==> src/rtl/hazard_ctrl_pkg.sv <==
// -----------------------------------------------------------------------------
// hazard_pkg
// Shared types and default constants for the pipeline hazard controller.
//   hz_state_t      : controller FSM state (RUN / MEM_WAIT / TIMEOUT)
//   DEF_REG_W       : default register-address width
//   DEF_MEM_TIMEOUT : default maximum memory-wait stall length
//   DEF_CNT_W       : default performance-counter width
// -----------------------------------------------------------------------------
package hazard_pkg;

    typedef enum logic [1:0] {
        RUN      = 2'd0,
        MEM_WAIT = 2'd1,
        TIMEOUT  = 2'd2
    } hz_state_t;

    localparam int DEF_REG_W       = 4;
    localparam int DEF_MEM_TIMEOUT = 16;
    localparam int DEF_CNT_W       = 32;

endpackage

==> src/rtl/hazard_ctrl_if.sv <==
// -----------------------------------------------------------------------------
// hazard_ctrl_if
// Bundle between the 5-stage pipeline and the hazard controller.
//   Pipeline -> controller : rs1D, rs2D, rdE, regwriteE, memtoregE,
//                            branch_takenE, mem_reqM, mem_ackM
//   Controller -> pipeline : stallF, stallD, stallE, stallM,
//                            flushD, flushE, flushW
// Modports:
//   master : pipeline side (drives hazard sources, receives stall/flush)
//   slave  : controller side
// -----------------------------------------------------------------------------
interface hazard_ctrl_if
    import hazard_pkg::*;
#(
    parameter int REG_W = DEF_REG_W
);
    logic [REG_W-1:0] rs1D;
    logic [REG_W-1:0] rs2D;
    logic [REG_W-1:0] rdE;
    logic             regwriteE;
    logic             memtoregE;
    logic             branch_takenE;
    logic             mem_reqM;
    logic             mem_ackM;

    logic             stallF;
    logic             stallD;
    logic             stallE;
    logic             stallM;
    logic             flushD;
    logic             flushE;
    logic             flushW;

    modport master (
        output rs1D, rs2D, rdE, regwriteE, memtoregE, branch_takenE,
               mem_reqM, mem_ackM,
        input  stallF, stallD, stallE, stallM, flushD, flushE, flushW
    );

    modport slave (
        input  rs1D, rs2D, rdE, regwriteE, memtoregE, branch_takenE,
               mem_reqM, mem_ackM,
        output stallF, stallD, stallE, stallM, flushD, flushE, flushW
    );
endinterface

==> src/rtl/hazard_ctrl_sat_counter.sv <==
// -----------------------------------------------------------------------------
// sat_counter
// Event counter that stops at all-ones instead of wrapping.
//   clk   : clock, rising edge
//   reset : asynchronous active-low reset, clears the count
//   inc   : count one event on this edge
//   count : current value
// -----------------------------------------------------------------------------
module sat_counter #(
    parameter int WIDTH = 32
) (
    input  logic             clk,
    input  logic             reset,
    input  logic             inc,
    output logic [WIDTH-1:0] count
);
    logic [WIDTH-1:0] count_reg;

    always_ff @(posedge clk or negedge reset) begin
        if (!reset) begin
            count_reg <= '0;
        end else if (inc && (count_reg != '1)) begin
            count_reg <= count_reg + 1'b1;
        end
    end

    assign count = count_reg;
endmodule

==> src/rtl/hazard_ctrl.sv <==
// -----------------------------------------------------------------------------
// hazard_ctrl
// Stall/flush controller for a 5-stage F/D/E/M/W pipeline. Handles load-use
// bubbles, taken-branch flushes and multi-cycle memory waits guarded by a
// timeout watchdog. Stall/flush outputs are decoded combinationally from the
// registered FSM state and the current inputs (same-cycle effect).
//   clk          : clock, rising edge
//   reset        : asynchronous active-low reset; forces all outputs low
//   hz           : hazard_ctrl_if.slave (hazard sources in, stall/flush out)
//   mem_timeout  : sticky watchdog error, cleared only by reset
//   stall_cycles : saturating count of cycles with stallF
//   flush_events : saturating count of cycles with flushD|flushE
// Optional feature: define HAZARD_CTRL_PERF_EN to build the performance
// counters; otherwise both counter ports are tied to zero.
// -----------------------------------------------------------------------------
module hazard_ctrl
    import hazard_pkg::*;
#(
    parameter int REG_W       = DEF_REG_W,
    parameter int MEM_TIMEOUT = DEF_MEM_TIMEOUT,
    parameter int CNT_W       = DEF_CNT_W
) (
    input  logic             clk,
    input  logic             reset,
    hazard_ctrl_if.slave     hz,
    output logic             mem_timeout,
    output logic [CNT_W-1:0] stall_cycles,
    output logic [CNT_W-1:0] flush_events
);
    localparam int WAIT_W = $clog2(MEM_TIMEOUT);
    localparam logic [WAIT_W-1:0] WAIT_LAST = WAIT_W'(MEM_TIMEOUT - 1);

    hz_state_t         state_reg;
    logic [WAIT_W-1:0] wait_cnt_reg;
    logic              mem_timeout_reg;

    logic lu;
    logic mem_miss;
    logic stall_f, stall_d, stall_e, stall_m;
    logic flush_d, flush_e, flush_w;

    // Register 0 is hard-wired, so a load targeting it never creates a hazard.
    assign lu = hz.memtoregE & hz.regwriteE & (hz.rdE != '0) &
                ((hz.rdE == hz.rs1D) | (hz.rdE == hz.rs2D));

    // A request acked in its own cycle is a zero-wait access.
    assign mem_miss = hz.mem_reqM & ~hz.mem_ackM;

    always_ff @(posedge clk or negedge reset) begin
        if (!reset) begin
            state_reg       <= RUN;
            wait_cnt_reg    <= '0;
            mem_timeout_reg <= 1'b0;
        end else begin
            case (state_reg)
                RUN: begin
                    if (mem_miss) begin
                        state_reg    <= MEM_WAIT;
                        wait_cnt_reg <= WAIT_W'(1);
                    end
                end
                MEM_WAIT: begin
                    // An ack on the last allowed cycle still wins over the trap.
                    if (hz.mem_ackM) begin
                        state_reg    <= RUN;
                        wait_cnt_reg <= '0;
                    end else if (wait_cnt_reg == WAIT_LAST) begin
                        state_reg       <= TIMEOUT;
                        mem_timeout_reg <= 1'b1;
                    end else begin
                        wait_cnt_reg <= wait_cnt_reg + 1'b1;
                    end
                end
                TIMEOUT: begin
                    mem_timeout_reg <= 1'b1;
                end
                default: begin
                    state_reg    <= RUN;
                    wait_cnt_reg <= '0;
                end
            endcase
        end
    end

    // Reset is folded in here so outputs drop immediately, without a clock edge.
    always_comb begin
        stall_f = 1'b0;
        stall_d = 1'b0;
        stall_e = 1'b0;
        stall_m = 1'b0;
        flush_d = 1'b0;
        flush_e = 1'b0;
        flush_w = 1'b0;
        if (reset) begin
            case (state_reg)
                RUN: begin
                    if (mem_miss) begin
                        {stall_f, stall_d, stall_e, stall_m} = 4'b1111;
                        flush_w = 1'b1;
                    end else if (hz.branch_takenE) begin
                        // The dependent instruction in D is flushed anyway,
                        // so a concurrent load-use needs no bubble.
                        flush_d = 1'b1;
                        flush_e = 1'b1;
                    end else if (lu) begin
                        stall_f = 1'b1;
                        stall_d = 1'b1;
                        flush_e = 1'b1;
                    end
                end
                MEM_WAIT, TIMEOUT: begin
                    // D and E are frozen; branch and load-use are re-evaluated
                    // once the pipeline is released.
                    {stall_f, stall_d, stall_e, stall_m} = 4'b1111;
                    flush_w = 1'b1;
                end
                default: ;
            endcase
        end
    end

    assign hz.stallF = stall_f;
    assign hz.stallD = stall_d;
    assign hz.stallE = stall_e;
    assign hz.stallM = stall_m;
    assign hz.flushD = flush_d;
    assign hz.flushE = flush_e;
    assign hz.flushW = flush_w;

    assign mem_timeout = mem_timeout_reg;

`ifdef HAZARD_CTRL_PERF_EN
    logic [1:0]       cnt_inc;
    logic [CNT_W-1:0] cnt_val [2];

    assign cnt_inc[0] = stall_f;
    assign cnt_inc[1] = flush_d | flush_e;

    generate
        for (genvar gi = 0; gi < 2; gi++) begin : g_perf
            sat_counter #(
                .WIDTH (CNT_W)
            ) u_cnt (
                .clk   (clk),
                .reset (reset),
                .inc   (cnt_inc[gi]),
                .count (cnt_val[gi])
            );
        end
    endgenerate

    assign stall_cycles = cnt_val[0];
    assign flush_events = cnt_val[1];
`else
    assign stall_cycles = '0;
    assign flush_events = '0;
`endif

endmodule
==> src/flat_wrapper.sv <==
// flat-port wrapper written by rule: the top's interface ports become plain ports
module hazard_ctrl_flat import hazard_pkg::*;
#(
    parameter int REG_W       = DEF_REG_W,
    parameter int MEM_TIMEOUT = DEF_MEM_TIMEOUT,
    parameter int CNT_W       = DEF_CNT_W
)
  (clk, reset, mem_timeout, stall_cycles, flush_events, hz_rs1D, hz_rs2D, hz_rdE, hz_regwriteE, hz_memtoregE, hz_branch_takenE, hz_mem_reqM, hz_mem_ackM, hz_stallF, hz_stallD, hz_stallE, hz_stallM, hz_flushD, hz_flushE, hz_flushW);
  hazard_ctrl_if #(.REG_W(REG_W)) hz_i ();
  input  logic clk;
  input  logic reset;
  output logic mem_timeout;
  output logic [CNT_W-1:0] stall_cycles;
  output logic [CNT_W-1:0] flush_events;
  input wire logic [$bits(hz_i.rs1D)-1:0] hz_rs1D;
  input wire logic [$bits(hz_i.rs2D)-1:0] hz_rs2D;
  input wire logic [$bits(hz_i.rdE)-1:0] hz_rdE;
  input wire logic [$bits(hz_i.regwriteE)-1:0] hz_regwriteE;
  input wire logic [$bits(hz_i.memtoregE)-1:0] hz_memtoregE;
  input wire logic [$bits(hz_i.branch_takenE)-1:0] hz_branch_takenE;
  input wire logic [$bits(hz_i.mem_reqM)-1:0] hz_mem_reqM;
  input wire logic [$bits(hz_i.mem_ackM)-1:0] hz_mem_ackM;
  output wire logic [$bits(hz_i.stallF)-1:0] hz_stallF;
  output wire logic [$bits(hz_i.stallD)-1:0] hz_stallD;
  output wire logic [$bits(hz_i.stallE)-1:0] hz_stallE;
  output wire logic [$bits(hz_i.stallM)-1:0] hz_stallM;
  output wire logic [$bits(hz_i.flushD)-1:0] hz_flushD;
  output wire logic [$bits(hz_i.flushE)-1:0] hz_flushE;
  output wire logic [$bits(hz_i.flushW)-1:0] hz_flushW;
  assign hz_i.rs1D = hz_rs1D;
  assign hz_i.rs2D = hz_rs2D;
  assign hz_i.rdE = hz_rdE;
  assign hz_i.regwriteE = hz_regwriteE;
  assign hz_i.memtoregE = hz_memtoregE;
  assign hz_i.branch_takenE = hz_branch_takenE;
  assign hz_i.mem_reqM = hz_mem_reqM;
  assign hz_i.mem_ackM = hz_mem_ackM;
  assign hz_stallF = hz_i.stallF;
  assign hz_stallD = hz_i.stallD;
  assign hz_stallE = hz_i.stallE;
  assign hz_stallM = hz_i.stallM;
  assign hz_flushD = hz_i.flushD;
  assign hz_flushE = hz_i.flushE;
  assign hz_flushW = hz_i.flushW;
  hazard_ctrl #(.REG_W(REG_W), .MEM_TIMEOUT(MEM_TIMEOUT), .CNT_W(CNT_W)) u_core (.clk(clk), .reset(reset), .hz(hz_i), .mem_timeout(mem_timeout), .stall_cycles(stall_cycles), .flush_events(flush_events));
endmodule
==> config.mk <==
export PLATFORM = sky130hd
export DESIGN_NAME = hazard_ctrl_flat
export DESIGN_NICKNAME = d
export VERILOG_FILES = /design/src/rtl/hazard_ctrl_pkg.sv /design/src/rtl/hazard_ctrl_if.sv /design/src/rtl/hazard_ctrl_sat_counter.sv /design/src/rtl/hazard_ctrl.sv /design/src/flat_wrapper.sv
export SDC_FILE = /design/constraint.sdc
export NUM_CORES = 1
export LEC_CHECK = 0
export ABC_AREA = 1
export CORE_MARGIN = 2
export CORE_UTILIZATION = 31
export CTS_CLUSTER_SIZE = 20
export DETAILED_ROUTE_END_ITERATION = 8
export GPL_TIMING_DRIVEN = 0
export PLACE_DENSITY = 0.79
export SLEW_MARGIN = 20
export SYNTH_ARGS = -nofsm -noshare
export SYNTH_HDL_FRONTEND = slang
export SYNTH_SLANG_ARGS = --single-unit
==> constraint.sdc <==
create_clock -name clk -period 1.4 [get_ports clk]
set_input_delay 0.28 -clock clk [delete_from_list [all_inputs] [get_ports clk]]
set_output_delay 0.28 -clock clk [all_outputs]
set_load 0.005 [all_outputs]
=== Word level (Yosys, flattened, before mapping) ===
Cells that the tools add are included.

* Bits in registers: 7
* Word-level logic and storage cells: 55
* Output and inout port bits: 72
* Bits of input ports: 19

* Reduce and logical (&&, ||, !) cells: 7
* Bitwise logic cells: 7
* Mux-type cells: 27
* Add/sub/neg operators: 1
* Equal/unequal tests: 10

{| class="wikitable"
|+ Operators by type and width
! cell !! count
|-
| 2-to-1 mux 1 bit || 16
|-
| 2-to-1 mux 4 bit || 3
|-
| one-hot mux 4 bit (3 select lines) || 1
|-
| AND reduction 3 bit || 3
|-
| equality test 4 bit || 2
|-
| 2-to-1 mux 2 bit || 3
|-
| one-hot mux 1 bit (2 select lines) || 3
|-
| one-hot mux 2 bit (3 select lines) || 1
|-
| adder 4 x 1 -> 4 bit, second input constant || 1
|-
| bitwise AND 1 bit || 4
|-
| equality test 4 bit, second input constant || 1
|-
| inequality test 2 x 1 -> 1 bit, second input constant || 2
|-
| nonzero test 4 bit || 1
|-
| inequality test 3 x 2 -> 1 bit, second input constant || 1
|-
| inequality test 3 bit, second input constant || 1
|-
| equality test 2 x 1 -> 1 bit, second input constant || 1
|-
| equality test 2 bit, second input constant || 1
|-
| zero test 2 bit || 1
|-
| inequality test 2 bit, second input constant || 1
|-
| NOT 1 bit || 2
|-
| nonzero test 2 bit || 1
|-
| OR reduction 2 bit || 1
|-
| OR 1 bit || 1
|}

=== Longest topological paths before layout ===
Gate-level depths: netlist of the first run.

* Depth after elaboration: 8
* Depth in mapped cells: 10
* Gate-level depth less buffers: 10

=== Least setup slack after synthesis of the first run ===
Ideal clock, no wire load.

* Kind: flip-flop to output port
* Start point: register u_core.state_reg[0]
* End point: output port hz_stallF
* Stages on the path, launching flop included: 8
* Slack: -0.029 ns
* Path buffers: 1
* Required time: 1.120 ns
* Arrival: 1.149 ns
* Cell sequence: dfrtp_1 inv_1 ha_1 inv_1 o21bai_1 nand2_1 o21ai_1 buf_4

* Cells in the longest elaborated chain, start to end: 4
* Elaborated cells on any way between the ends: 6
* Classes of those cells: 2 x eq/ne; 2 x mux; 2 x reduce/logical

{| class="wikitable"
|+ Ends and longest elaborated chain
! what !! line !! RTL
|-
| from (decl) || hazard_ctrl.sv:33 || <nowiki>hz_state_t state_reg;</nowiki>
|-
| from (signal assigned) || hazard_ctrl.sv:51 || <nowiki>state_reg <= RUN;</nowiki>
|-
| from (signal assigned) || hazard_ctrl.sv:58 || <nowiki>state_reg <= MEM_WAIT;</nowiki>
|-
| from (signal assigned) || hazard_ctrl.sv:65 || <nowiki>state_reg <= RUN;</nowiki>
|-
| equality test 2 x 1 -> 1 bit or equality test 2 bit (tied branches) || n/a ||
|-
| OR reduction 2 bit || n/a ||
|-
| one-hot mux 1 bit (2 select lines) * || n/a ||
|-
| 2-to-1 mux 1 bit * || n/a ||
|-
| to (decl) || flat_wrapper.sv:23 || <nowiki>output wire logic [$bits(hz_i.stallF)-1:0] hz_stallF;</nowiki>
|}

Mark *: on every way between the ends. The rest lies on a longest branch, timed or not.

=== Worst setup path in the final report of the first run ===
* Start point: register u_core.state_reg[1]
* End point: output port hz_stallF

* Cells in the longest elaborated chain, start to end: 4
* Elaborated cells on any way between the ends: 6
* Classes of those cells: 2 x eq/ne; 2 x mux; 2 x reduce/logical

{| class="wikitable"
|+ Ends and longest elaborated chain
! what !! line !! RTL
|-
| equality test 2 x 1 -> 1 bit or equality test 2 bit (tied branches) || hazard_ctrl.sv:95 || <nowiki>case (state_reg)</nowiki>
|-
| OR reduction 2 bit || hazard_ctrl.sv:95 ||
|-
| one-hot mux 1 bit (2 select lines) * || hazard_ctrl.sv:95 ||
|-
| 2-to-1 mux 1 bit * || hazard_ctrl.sv:94 || <nowiki>if (reset) begin</nowiki>
|}

Marks and branches as above.

==> flow_metrics.tcl, run 1 <==
set metrics [dict create \
    status "complete, but fails checks" \
    violations "setup timing" \
    ys_seq_elements 7 \
    finalSetupViolations 13 \
    cts_buffers 3 \
    cp-end-kind "primary output" \
    initial_core_util_pct 32.1 \
    die_y_um 65.5 \
    cts_tree "yes" \
    cts_buffer_depth 2 \
    arrival_ns 1.53 \
    grt_pass1_wl_um 3510 \
    dpl_cell_area_sq_mm 0.00175 \
    syn_area_sq_mm 0.00117 \
    ctsHoldBuffers 0 \
    crit_type "register to primary output" \
    p_per_area_mw_per_mm2 1050 \
    ant_nets 0 \
    num-nets-final 311 \
    wl_um 2310 \
    setup_slack_ns -0.415 \
    drive_gt1_share_pct 42.0 \
    via_count 1137 \
    final_util_pct 53.3 \
    power_leakage_uw 0.00122 \
    fin_crit_sh_pct 130 \
    cts.htree.levels 1 \
    rows 22 \
    io_pins 91 \
    fin_setup_tns_ns -2.87 \
    cp_cell_sequence "inv_2 -> ha_4 -> o21bai_1 -> nand2_1 -> buf_4 -> o21ai_2 -> buf_4 -> buf_6" \
    avgViaCountPerCell 3.40 \
    hp-class "input port to async pin" \
    clock_latency_ns 0.23 \
    hold_viol 0 \
    path_common_cell "buf_4" \
    r2r_end "u_core.wait_cnt_reg[3]$_DFFE_PN0P_" \
    antenna_found_initial 0 \
    place_worst_setup_slack_ns -0.944 \
    die-area_sq_mm 0.00429 \
    crit_slowest_cell "dfrtp_1" \
    required_ns 1.12 \
    track_usage_pct 10.3 \
    clkSinkCount 7 \
    grt_pass1_vias 891 \
    max_freq_mhz 551 \
    wl_per_cell_um 6.90 \
    maxSlewViolCount 0 \
    syn_avg_cell_area_sq_um 6.48 \
    post-dp-hpwl_um 1930 \
    drc_errors 0 \
    fin_area_sq_mm 0.00195 \
    fin_crit_ns 1.81 \
    cts-root-buf "clkbuf_8" \
    core_sq_mm 0.00366 \
    rr_worst_depth 12 \
    fp.dieW_um 65.5 \
    area_delta_synth_final_pct 66.2 \
    antenna_cells 0 \
    cpPeakStageDelay_ns 0.42 \
    initialDrtViolationCount 17 \
    portBuffers 26 \
    rr_startpoint "u_core.state_reg[1]$_DFFE_PN0P_" \
    vdd_ir_drop_max_uv 358 \
    synth_cell_types 19 \
    largest_reg_flops 4 \
    skew_ns 0.00284 \
    grt_max_degree 10 \
    reg2reg_slack_ns -0.10 \
    clkTransAtPathRegs_ns 0.04 \
    fillCellCount 395 \
    grt_remaining_overflow 0 \
    cp_max_fo 4 \
    yosys_warnings 0 \
    start_kind "register" \
    netlist_instances 181 \
    place.gp.congestion 0.777 \
    maxCapViolCount 0 \
    firstDrtPassIters 4 \
    rsz0062_at_grt "true" \
    ys_seq_area_share_pct 14.9 \
]
## per-layer routing
layer	global-route usage, %	wire length, um	share of wire (%)	up-vias
met5	0	0	0	-
li1	-	-	-	617
met1	11.8	846	37	471
met4	4.69	31	1.3	0
met2	18.1	1250	54	45
met3	2.23	177	7.7	4
## cells in the mapped netlist
cell	number	share of area (%)
buf_4	67	43
nor2_2	1	0.53
o21ai_1	1	0.43
o21ai_2	1	0.75
inv_2	2	0.64
inv_1	25	8.0
o21ai_0	5	2.1
a31oi_1	1	0.53
nand2_4	1	0.96
dfrtp_1	7	15
nand2_2	2	1.1
conb_1	1	0.32
nor2_4	1	0.96
o21bai_1	1	0.64
nand2_1	43	14
ha_1	5	5.3
nand3_1	2	0.85
a21oi_1	5	2.1
nor2_1	10	3.2
## layout by cell type (no fill, tap or decap), types with 5 or more instances in the layout
cell             synthesis  routed
buf_6                    0       8
buf_4                   67      75
dfrtp_1                  7       7
dlygate4sd2_1            0      14
conb_1                   1      64
nand2_1                 43      38
nor2_1                  10       9
inv_1                   25      17
inv_2                    2       7
clkdlybuf4s50_1          0       5
nand2_2                  2       5
## where the power goes
part,total (uW),switching (uW),internal [uW]
clock network,283,86.6,197
registers,319,55.9,263
logic,1440,653,785
## kinds of logic after synthesis
family	synth area share, %
buf+inv	51.5
fa+ha+maj	5.33
flops	14.9
compound gates	6.61
other cells	0.320
simple gates	21.3
## stage by stage
| stage | total power, uW | cells | hold slack (ns) |
|---|---|---|---|
| 2_1_floorplan | 974 | 244 | -0.0156 |
| 3_3_place_gp | 1260 | 318 | 0.457 |
| 3_5_place_dp | 1280 | 318 | 0.483 |
| 4_1_cts | 1810 | 331 | 0.0813 |
| 5_1_grt | 2230 | 334 | 0.0947 |
| 6_report | 2040 | 334 | 0.0707 |
## worst max-delay path, delay by kind of cell (launching register included)
kind	cells	cell delay [ns]
compound gates	2	0.19
simple gates	1	0.08
buf+inv	4	0.44
fa+ha+maj	1	0.19
flops	1	0.42
## final cells by class
class                      instances  area [sq um]  share of cell area [%]
buffer                            67           507                    26.0
multi-input combinational        143           721                    36.9
clock buffer                       4          45.0                    2.31
tap                               48          60.1                    3.08
sequential                         7           175                    8.98
inverter                          27           109                    5.58
timing repair buffer              38           334                    17.1
## worst max-delay path by stage
| stage | startpoint | to | cells after the start |
|---|---|---|---|
| 2_1_floorplan | u_core.state_reg[1]$_DFFE_PN0P_ | hz_stallF | 6 |
| 3_3_place_gp | reset | hz_stallF | 7 |
| 3_5_place_dp | reset | hz_stallF | 7 |
| 4_1_cts | u_core.state_reg[1]$_DFFE_PN0P_ | hz_stallF | 8 |
| 5_1_grt | u_core.state_reg[1]$_DFFE_PN0P_ | hz_stallF | 8 |
| 6_report | u_core.state_reg[1]$_DFFE_PN0P_ | hz_stallF | 8 |
## repair_timing
| action | 4_1_cts | 5_1_grt |
|---|---|---|
| pin swaps | 11 | 7 |
| setup buffers | 9 | 3 |
| gates resized for setup | 60 | 22 |
| setup endpoints to repair | 11 | 13 |
Power figures use the tool's default switching activity.
==> run 2: changes to the inputs <==
--- a/config.mk
+++ b/config.mk
@@ -12,7 +12,6 @@
 export DETAILED_ROUTE_END_ITERATION = 8
 export GPL_TIMING_DRIVEN = 0
 export PLACE_DENSITY = 0.79
-export SLEW_MARGIN = 20
 export SYNTH_ARGS = -nofsm -noshare
 export SYNTH_HDL_FRONTEND = slang
 export SYNTH_SLANG_ARGS = --single-unit
==> results of run 2 <==
Same layout as run 1: the final DEF is identical, and so are final timing and power.
==> run 3: changes to the inputs <==
--- a/config.mk
+++ b/config.mk
@@ -7,11 +7,11 @@
 export LEC_CHECK = 0
 export ABC_AREA = 1
 export CORE_MARGIN = 2
-export CORE_UTILIZATION = 31
+export CORE_UTILIZATION = 34
 export CTS_CLUSTER_SIZE = 20
 export DETAILED_ROUTE_END_ITERATION = 8
 export GPL_TIMING_DRIVEN = 0
-export PLACE_DENSITY = 0.79
+export PLACE_DENSITY = 0.82
 export SYNTH_ARGS = -nofsm -noshare
 export SYNTH_HDL_FRONTEND = slang
 export SYNTH_SLANG_ARGS = --single-unit
==> constraint.sdc (replaced) <==
create_clock -name clk -period 1.9 [get_ports clk]
set_input_delay 0.38 -clock clk [delete_from_list [all_inputs] [get_ports clk]]
set_output_delay 0.38 -clock clk [all_outputs]
set_load 0.005 [all_outputs]
==> flow_metrics.tcl, run 3 (same netlist as run 1, synthesis figures left out) <==
set metrics [dict create \
    status "complete, but fails checks" \
    violations "setup timing" \
    clkSinkCount 7 \
    area_delta_synth_final_pct 57.1 \
    hold_viol 0 \
    critPathTopFamily "buffers and inverters" \
    clkTransAtPathRegs_ns 0.05 \
    largest_reg_flops 4 \
    cts_buffer_depth 2 \
    cp_cell_sequence "inv_2 -> ha_4 -> o21bai_1 -> nand2_1 -> buf_6 -> o21ai_4 -> buf_6 -> buf_6" \
    track_usage_pct 11.4 \
    cpPeakStageDelay_ns 0.41 \
    crit_type "register to primary output" \
    vdd_ir_drop_max_uv 196 \
    rsz0062_at_grt "true" \
    maxSlewViolCount 0 \
    arrival_ns 1.58 \
    fillCellCount 311 \
    final_common_cell "buf_4" \
    cts_buffers 3 \
    p_per_area_mw_per_mm2 663 \
    avgViaCountPerCell 3.34 \
    firstDrtPassIters 4 \
    wl_um 2400 \
    required_ns 1.52 \
    r2r_end "u_core.wait_cnt_reg[2]$_DFFE_PN0P_" \
    drc_errors 0 \
    initial_core_util_pct 35.2 \
    grt_pass1_vias 963 \
    setup_slack_ns -0.0644 \
    via_count 1102 \
    finalSetupViolations 1 \
    portBuffers 26 \
    skew_ns 0.00271 \
    rows 21 \
    grt_pass1_wl_um 3730 \
    drive_gt1_share_pct 37.3 \
    die_y_um 62.8 \
    fin_setup_tns_ns -0.0644 \
    fp.dieW_um 62.8 \
    regArea_sq_um 175 \
    hp-class "register to register" \
    ant_nets 0 \
    num-nets-final 309 \
    core_sq_mm 0.00334 \
    fin_crit_sh_pct 103 \
    cts_tree "yes" \
    maxCapViolCount 0 \
    final_util_pct 55.3 \
    io_pins 91 \
    rr_startpoint "u_core.state_reg[1]$_DFFE_PN0P_" \
    min_to "u_core.mem_timeout$_DFFE_PN0P_" \
    place.gp.congestion 0.790 \
    wl_per_cell_um 7.26 \
    rr_worst_depth 11 \
    die-area_sq_mm 0.00394 \
    reg2reg_slack_ns 0.28 \
    critPathBufInv 4 \
    start_kind "register" \
    cts.htree.levels 1 \
    max_freq_mhz 509 \
    worstHoldStart "u_core.mem_timeout$_DFFE_PN0P_" \
    final_cell_mix "buf_4 (72), conb_1 (64), nand2_1 (41)" \
    clock_latency_ns 0.24 \
    holdPathStages 2 \
    grt_remaining_overflow 0 \
    cp-end-kind "primary output" \
    cp_max_fo 3 \
    initialDrtViolationCount 19 \
    crit_slowest_cell "dfrtp_1" \
    grt_max_degree 10 \
    antenna_cells 0 \
    multi_input_area_sq_um 666 \
    worst-path-stages 8 \
    power_leakage_uw 0.00118 \
    antenna_found_initial 0 \
    cts-root-buf "clkbuf_4" \
    fin_crit_ns 1.96 \
    path_common_cell "buf_6" \
    post-dp-hpwl_um 1970 \
]
[run 3: cell count changes in the layout (fill, tap and decap cells not counted), sizes merged]
cell / before / now
clkdlybuf4s50: 5 / 4
dlygate4sd3: 0 / 1
buf: 86 / 81
clkdlybuf4s15: 0 / 1
dlygate4sd2: 14 / 13
clkbuf: 4 / 7
[run 3: worst reg2reg max path, cell delays in order, from the launching register on]
cell     delay, ns
dfrtp_1       0.41
inv_2         0.09
buf_4         0.10
buf_4         0.09
ha_1          0.13
inv_1         0.05
nor2_2        0.18
nand2_2       0.11
nand2_4       0.10
inv_2         0.04
a21oi_1       0.12
nor2_1        0.07
[run 3: per-stage QoR]
step | setup WS (ns) | hold WS (ns) | total power (uW) | area [sq um] | std cells
floorplan | 0.371 | 0.0844 | 690 | 1410 | 244
detailed placement | -0.690 | 0.510 | 910 | 1730 | 316
finish | -0.0644 | 0.525 | 1220 | 1840 | 330
global placement | -0.639 | 0.505 | 890 | 1730 | 316
CTS | -0.0458 | 0.116 | 1080 | 1770 | 326
global route | -0.133 | 0.545 | 1350 | 1840 | 330
[run 3: final cells by class]
type / count / area share, %
buffer: 67 / 27.9
clock buffer: 4 / 1.42
inverter: 27 / 5.50
multi-input combinational: 143 / 36.1
sequential: 7 / 9.50
tap: 46 / 3.12
timing repair buffer: 36 / 16.5
[run 3: per-layer routing]
metal / part of all wire, % / vias up / track usage (%)
li1: - / 611 / -
met5: 0 / - / 0
met1: 35 / 435 / 11.6
met2: 55 / 48 / 21.5
met3: 6.8 / 8 / 1.80
met4: 3.2 / 0 / 6.94
[run 3: how the worst max path moves through the flow]
stage | from | end | slack, ns
floorplan | u_core.state_reg[0]$_DFFE_PN0P_ | hz_stallF | 0.37
global placement | reset | hz_stallF | -0.64
detailed placement | reset | hz_stallF | -0.69
CTS | u_core.state_reg[1]$_DFFE_PN0P_ | hz_stallF | -0.05
global route | u_core.state_reg[0]$_DFFE_PN0P_ | hz_stallF | -0.13
finish | u_core.state_reg[0]$_DFFE_PN0P_ | hz_stallF | -0.06
[run 3: what timing repair did]
item | CTS | global route
hold endpoints to repair | 0 | 7
pin swaps | 9 | 1
buffers inserted | 7 | 3
endpoints found under the setup margin | 7 | 7
gates resized for setup | 46 | 18
hold buffers | 0 | 1
gates cloned | 0 | 0
[run 3: report_power, final]
group / switching, uW / internal [uW]
combinational: 403 / 460
sequential: 40.3 / 193
clock: 46.0 / 79.6
